$ cat config.mk
export PLATFORM = sky130hd
export DESIGN_NAME = fifo_array_reader
export DESIGN_NICKNAME = d
export VERILOG_FILES = /design/src/rtl/fifo_array_pkg.sv /design/src/rtl/fifo_array_reader.sv
export SDC_FILE = /design/constraint.sdc
export NUM_CORES = 1
export LEC_CHECK = 0
export CORE_ASPECT_RATIO = 0.6
export CORE_MARGIN = 2
export CORE_UTILIZATION = 62
export DETAILED_ROUTE_END_ITERATION = 8
export DONT_BUFFER_PORTS = 1
export PLACE_DENSITY = 0.9
export SLEW_MARGIN = 10
export SYNTH_ARGS = -nofsm -noshare
export SYNTH_HDL_FRONTEND = slang
export SYNTH_SLANG_ARGS = --single-unit
$ cat constraint.sdc
create_clock -name clk -period 10 [get_ports clk]
set_input_delay 0.5 -clock clk [delete_from_list [all_inputs] [get_ports clk]]
set_output_delay 0.5 -clock clk [all_outputs]
set_load 0.05 [all_outputs]
$ cat src/rtl/fifo_array_pkg.sv
// ============================================================================
// Module   : fifo_array_pkg
// Brief    : Shared state encoding and lane sizing for the FIFO array reader.
// Revision : 1.0 - initial release
// ============================================================================
`default_nettype none

package fifo_array_pkg;

    // Each FIFO lane carries a double-width accumulator result.
    localparam int LANE_MULT = 2;

    function automatic int lane_width(input int data_width);
        return data_width * LANE_MULT;
    endfunction

    typedef enum logic [2:0] {
        ST_IDLE = 3'd0,
        ST_CLR  = 3'd1,
        ST_READ = 3'd2,
        ST_WAIT = 3'd3,
        ST_SEND = 3'd4,
        ST_DONE = 3'd5
    } state_t;

endpackage

`default_nettype wire

$ cat src/rtl/fifo_array_reader.sv
// ============================================================================
// Module   : fifo_array_reader
// Brief    : Drains a FIFO array row by row and serializes each row lane-first.
// Revision : 1.0 - initial release
// ============================================================================
`default_nettype none

module fifo_array_reader
    import fifo_array_pkg::*;
#(
    parameter int DATA_WIDTH    = 8,
    parameter int SYSTOLIC_SIZE = 16,
    parameter int NUM_MODULES   = 16
) (
    input  logic                                clk,
    input  logic                                rst,
    input  logic                                start,
    output logic                                rd_clr,
    output logic                                rd_en,
    input  logic [NUM_MODULES*DATA_WIDTH*2-1:0] fifo_data,
    output logic [DATA_WIDTH*2-1:0]             out_data,
    output logic                                out_valid,
    input  logic                                out_ready,
    output logic [$clog2(NUM_MODULES)-1:0]      out_col,
    output logic [$clog2(SYSTOLIC_SIZE)-1:0]    out_row,
    output logic                                busy,
    output logic                                done
);

    localparam int LANE_W = lane_width(DATA_WIDTH);
    localparam int COL_W  = $clog2(NUM_MODULES);
    localparam int ROW_W  = $clog2(SYSTOLIC_SIZE);

    localparam logic [COL_W-1:0] LAST_COL = COL_W'(NUM_MODULES - 1);
    localparam logic [ROW_W-1:0] LAST_ROW = ROW_W'(SYSTOLIC_SIZE - 1);

    state_t            state;
    logic [LANE_W-1:0] cap [NUM_MODULES];
    logic [COL_W-1:0]  next_col;

    assign next_col = out_col + COL_W'(1);

    // Outputs are registered, so each branch sets the values the next state presents.
    always_ff @(posedge clk) begin
        if (rst) begin
            state     <= ST_IDLE;
            rd_clr    <= 1'b0;
            rd_en     <= 1'b0;
            out_valid <= 1'b0;
            out_data  <= '0;
            out_col   <= '0;
            out_row   <= '0;
            busy      <= 1'b0;
            done      <= 1'b0;
            for (int i = 0; i < NUM_MODULES; i++) begin
                cap[i] <= '0;
            end
        end else begin
            rd_clr <= 1'b0;
            rd_en  <= 1'b0;
            done   <= 1'b0;
            case (state)
                ST_IDLE: begin
                    if (start) begin
                        state  <= ST_CLR;
                        rd_clr <= 1'b1;
                        busy   <= 1'b1;
                    end
                end
                ST_CLR: begin
                    state   <= ST_READ;
                    rd_en   <= 1'b1;
                    out_row <= '0;
                end
                ST_READ: begin
                    state <= ST_WAIT;
                end
                ST_WAIT: begin
                    // Row data is on fifo_data now; lane 0 goes straight to the output.
                    for (int i = 0; i < NUM_MODULES; i++) begin
                        cap[i] <= fifo_data[i*LANE_W +: LANE_W];
                    end
                    out_data  <= fifo_data[LANE_W-1:0];
                    out_col   <= '0;
                    out_valid <= 1'b1;
                    state     <= ST_SEND;
                end
                ST_SEND: begin
                    if (out_ready) begin
                        if (out_col != LAST_COL) begin
                            out_col  <= next_col;
                            out_data <= cap[next_col];
                        end else begin
                            out_valid <= 1'b0;
                            if (out_row != LAST_ROW) begin
                                out_row <= out_row + ROW_W'(1);
                                rd_en   <= 1'b1;
                                state   <= ST_READ;
                            end else begin
                                done  <= 1'b1;
                                state <= ST_DONE;
                            end
                        end
                    end
                end
                ST_DONE: begin
                    busy  <= 1'b0;
                    state <= ST_IDLE;
                end
                default: begin
                    state     <= ST_IDLE;
                    out_valid <= 1'b0;
                    busy      <= 1'b0;
                end
            endcase
        end
    end

endmodule

`default_nettype wire
### After elaboration in Yosys (flattened, before gate mapping)

Memories as Yosys holds them, arrays and structs flattened.
Cells that the tools add are included.

| operators by class | value |
|---|---|
| reductions and logical operators | 12 |
| shifts and indexed selects | 0 |
| order comparisons | 0 |
| muxes and demuxes | 47 |
| eq/ne operators | 12 |
| $add $sub $neg | 2 |
| bitwise gates (word level) | 21 |
| divide/modulo/power cells | 0 |
| multipliers | 0 |

Operators with widths:

| kind | count |
|---|---|
| 16-bit 2-to-1 mux | 18 |
| 16-bit one-hot mux with 2 select lines | 1 |
| 4-bit 2-to-1 mux | 5 |
| 1-bit bitwise OR | 16 |
| 4-bit one-hot mux with 2 select lines | 2 |
| 3-bit one-hot mux with 5 select lines | 1 |
| 1-bit 2-to-1 mux | 13 |
| 3-bit 2-to-1 mux | 4 |
| 4-bit OR reduction | 3 |
| 2-bit != test, second input constant | 5 |
| 3-bit AND reduction | 3 |
| 4-bit by 1-bit adder with 4-bit output, second input constant | 2 |
| 4-bit != test, second input constant | 2 |
| 3-bit by 2-bit equality test with 1-bit output, second input constant | 2 |
| 3-bit equality test, second input constant | 2 |
| 1-bit inverter | 5 |
| 1-bit one-hot mux with 2 select lines | 2 |
| 4-bit AND reduction | 1 |
| 2-bit nonzero test | 2 |
| 3-bit by 1-bit equality test with 1-bit output, second input constant | 1 |
| 3-bit logical NOT | 1 |
| 1-bit one-hot mux with 3 select lines | 1 |
| 2-bit AND reduction | 1 |
| 2-bit OR reduction | 1 |

| storage, ports and cells | value |
|---|---|
| bits in latches | 0 |
| RAM bits | 256 |
| input port bits | 260 |
| memories | 1 |
| word-level logic and storage cells | 104 |
| bits in read-only memories | 0 |
| flip-flop bits (word level) | 32 |
| output and inout port bits | 29 |

Memory list:

| memory | depth | bits a word | rd ports | clocked after memory_dff | write ports | RTL line | source |
|---|---|---|---|---|---|---|---|
| cap | 16 | 16 | 1 | 0 | 16 | fifo_array_reader.sv:38 | `logic [LANE_W-1:0] cap [NUM_MODULES];` |

### Longest topological paths before layout

| depth | value |
|---|---|
| word-level depth | 5 |
| depth in mapped cells | 9 |
| depth with buffers taken out | 6 |

### Least setup slack after synthesis

OpenSTA, ideal clock, no wires.

| path | value |
|---|---|
| kind | input to register |
| from | in rst |
| to | mem cap[0][0] (netlist bit) (enable) |
| setup time | 0.663 ns |
| arrival | 7.135 ns |
| path slack | 2.202 ns |
| path buffers | 2 |
| data required time | 9.337 ns |
| stages on the path | 3 |
| cells stage by stage | clkbuf_1 > clkbuf_1 > nand2b_1 |

RTL lines:

| item | RTL line | source |
|---|---|---|
| start: declaration | fifo_array_reader.sv:16 | `input logic rst,` |
| end: declaration | fifo_array_reader.sv:38 |  |

### Worst setup path after layout

| path | value |
|---|---|
| from | reg out_col[0] |
| to | reg out_data[3] |

| between the ends | value |
|---|---|
| word-level cells in the longest chain between the ends | 5 |
| elaborated cells on any way between the ends | 8 |
| classes of those cells | 1 x add/sub; 2 x eq/ne; 3 x mux; 1 x reduce/logical; 1 x memory |

RTL lines:

| item | RTL line | source |
|---|---|---|
| start: declaration | fifo_array_reader.sv:24 | `output logic [$clog2(NUM_MODULES)-1:0] out_col,` |
| start signal: assignment | fifo_array_reader.sv:91 | `out_col <= next_col;` |
| 4-bit by 1-bit adder with 4-bit output | fifo_array_reader.sv:41 | `assign next_col = out_col + COL_W'(1);` |
| memory 16 x 16 bit | -- |  |
| 16-bit 2-to-1 mux | fifo_array_reader.sv:90 | `if (out_col != LAST_COL) begin` |
| 16-bit 2-to-1 mux | fifo_array_reader.sv:89 | `if (out_ready) begin` |
| 16-bit one-hot mux with 2 select lines | fifo_array_reader.sv:62 | `case (state)` |
| end signal: assignment | fifo_array_reader.sv:83 | `out_data <= fifo_data[LANE_W-1:0];` |
| end signal: assignment | fifo_array_reader.sv:92 | `out_data <= cap[next_col];` |
| end: declaration | fifo_array_reader.sv:21 | `output logic [DATA_WIDTH*2-1:0] out_data,` |

Parallel ways exist; a longest one is shown, timed or not. The select of a mux whose other input is x is not followed.
A chain may end at the register's enable or synchronous reset.

==> flow_summary.ini <==
[power_and_ir_drop]
p_sw_frac = 0.229
p_leak_nw = 4.62
ir_worst_vdd_v = 0.000133
share_seq_of_total_power = 0.584
power.switching_w = 0.000572
p_clk_frac = 0.362
finalPower_w = 0.00249
power.density_nw_per_um2 = 180
cellInternalPower_w = 0.00192
p_comb_frac = 0.054

[floorplanning]
start_util = 0.640
core_um2 = 20200
die_area_um2 = 22100
die_x_um = 190
fp-row-count = 40
die_h_um = 116
boundaryPins = 289

[detailed_routing]
first_pass_iters = 6
drc_errors = 0
drt-initial-drc-count = 1113
drt-vias-per-instance = 6.61
wl_per_cell_um = 28.1
wirelength_mm = 32.8
postRouteAntennaNets = 0
vias = 7715

[clock_tree]
cts.sinks = 288
cts-buffers-inserted = 26
cts_setup_buffers = 0
clk_latency_ps = 540
holdBufCountCts = 0
htree_levels = 1
clk_pin_slew_worst_paths_ps = 70
cts_resized = 0
cts_tree = done
clockBufferDepth = 3
cts_root_buffer = clkbuf_16

[worst_setup_path]
reg2reg_slack_ps = 6360
cp_num_buf_inv = 0
critPathMaxStageDelay_ps = 940
worstPathMaxFanout = 39
ff2ff_path_depth = 6
worstReg2RegStart = out_col[0]
cp_num_cells = 6
cpMaxStageDelayCell = dfxtp_4
start_kind = flip-flop
worstPathCellList = ha_4 > xor2_2 > nor2_1 > a221oi_1 > o21ai_0 > a31oi_1
worstSetupEndpointType = flip-flop
arrival_ps = 4090
crit_family = flip-flops
crit_type = reg -> reg
worstSetupStartpoint = out_col[0]
cp-endpoint = out_data[3]
r2r_end = out_data[3]
worst_ep_required_time_ps = 10440

[finish]
fillers = 1389
final_area_um2 = 13800
seq_area_um2 = 8330
area_growth_pct = 7.00
drive_gt1_frac = 0.106
final_cell_mix = edfxtp_1, and2_1, nor2b_1
final_common_cell = edfxtp_1
fin_cells = 1167
nets = 1135
multi_input_area_um2 = 4360
final_util = 0.685

[grt]
grt_antenna_before_repair = 4
grt-ovfl-total = 0
gr-usage-all-layers = 0.297
grt_max_degree = 130
grt_pass1_vias = 7212
grt_pass1_wl_mm = 46.9

[timing]
fmax_mhz = 275
finalSetupViolCount = 0
rsz0062_at_grt = false
hold_viol_final = 0
period_minus_slack_ps = 3640
final.setup.tns_ps = 0
clock_skew_ps = 20.3
slew-limit-headroom = 0.180
fin_crit_sh = 0.364
report.final.slew_viol_count = 0
max_slew.worst_pin.slew_ps = 1230

[placement]
dp_cells = 1118
place.gp.congestion = 0.990
portBuffers = 0
placed_area_um2 = 13100
place_hpwl_mm = 23.8

[synthesis]
avgSynthCellArea_um2 = 14.3
ys.warnings.count = 0
synth_cell_type_count = 43
synth_area_um2 = 12900
syn_nets = 1168
ys_ff_latch = 288
synth_edf_count = 256
syn_inst = 906
seq_area_frac_synth = 0.644
synth-main-ff-cell = edfxtp_1
async_flop_share = 0

[run]
maxCapViolations = 0

[min_path]
hold_class = in -> reg

[outcome]
outcome = finished clean
[per-stage QoR]
step	setup WS (ps)	hold slack, ps
2_1_floorplan	2200	623
3_3_place_gp	6600	586
3_5_place_dp	6460	599
4_1_cts	6440	37.0
5_1_grt	6130	54.0
6_report	6360	67.2
[worst min-delay path by stage]
| stage | from | end | slack [ps] | cells after the start |
|---|---|---|---|---|
| 2_1_floorplan | state[0] | out_valid | 620 | 3 |
| 3_3_place_gp | state[2] | state[2] | 590 | 2 |
| 3_5_place_dp | rst | out_col[0] | 600 | 1 |
| 4_1_cts | rst | out_col[0] | 40 | 1 |
| 5_1_grt | rst | out_col[0] | 50 | 1 |
| 6_report | rst | out_col[1] | 70 | 1 |
[layer usage]
layer  vias to the layer above  global-route usage  wire length (um)
li1                       3290                   -                 -
met1                      3774               0.455             13600
met2                       565               0.430             14200
met3                        82              0.0878              4140
met4                         4              0.0589               781
met5                         -                   0                28
[synth_stat cells (8+ instances only)]
master / n / area (um^2)
edfxtp_1: 256 / 7690
and2_1: 163 / 1020
nor2b_1: 98 / 613
clkbuf_1: 50 / 188
mux4_2: 48 / 1080
a221oi_1: 32 / 280
dfxtp_1: 32 / 641
mux2i_1: 32 / 320
nor2_1: 30 / 113
o21ai_0: 19 / 95.1
a31oi_1: 18 / 113
nor3_1: 18 / 90.1
nand2b_1: 17 / 106
or3_1: 16 / 100
a21oi_1: 12 / 60.1
buf_2: 12 / 60.1
nand2_1: 9 / 33.8
nand3_1: 8 / 40.0
[state kept, by name, indices dropped and copies added, names as in the netlist]
signal and flops:
out_col 4, out_data 16, out_row 4, cap 256, busy 1, rd_clr 1, rd_en 1, done 1
out_valid 1, state 3
[layout make-up]
type / instances / area share
sequential: 288 / 0.602
multi-input combinational: 550 / 0.315
clock buffer: 29 / 0.0478
tap: 273 / 0.0247
clock inverter: 16 / 0.00651
timing repair buffer: 6 / 0.00325
antenna: 4 / 0.000723
inverter: 1 / 0.000271
[worst reg2reg max path, stage by stage, from the launching register on]
cell,delay (ps)
dfxtp_4,940
ha_4,340
xor2_2,880
nor2_1,570
a221oi_1,420
o21ai_0,140
a31oi_1,250
[logic make-up after synthesis]
group,after synthesis,synth area share
flops,288,0.644
mux,80,0.108
simple gates,374,0.173
xor+xnor,4,0.00329
compound gates,90,0.0476
buf+inv,68,0.0221
fa+ha+maj,2,0.00193
[power by group through the flow]
stage               registers [W]  clock network, W  logic [W]
floorplan                 0.00147                 0   0.000107
global placement          0.00148                 0   0.000130
detailed placement        0.00148                 0   0.000133
CTS                       0.00145          0.000908   0.000134
global route              0.00146          0.000957   0.000144
finish                    0.00145          0.000903   0.000135
No activity file was read; power rests on OpenSTA's default activity.
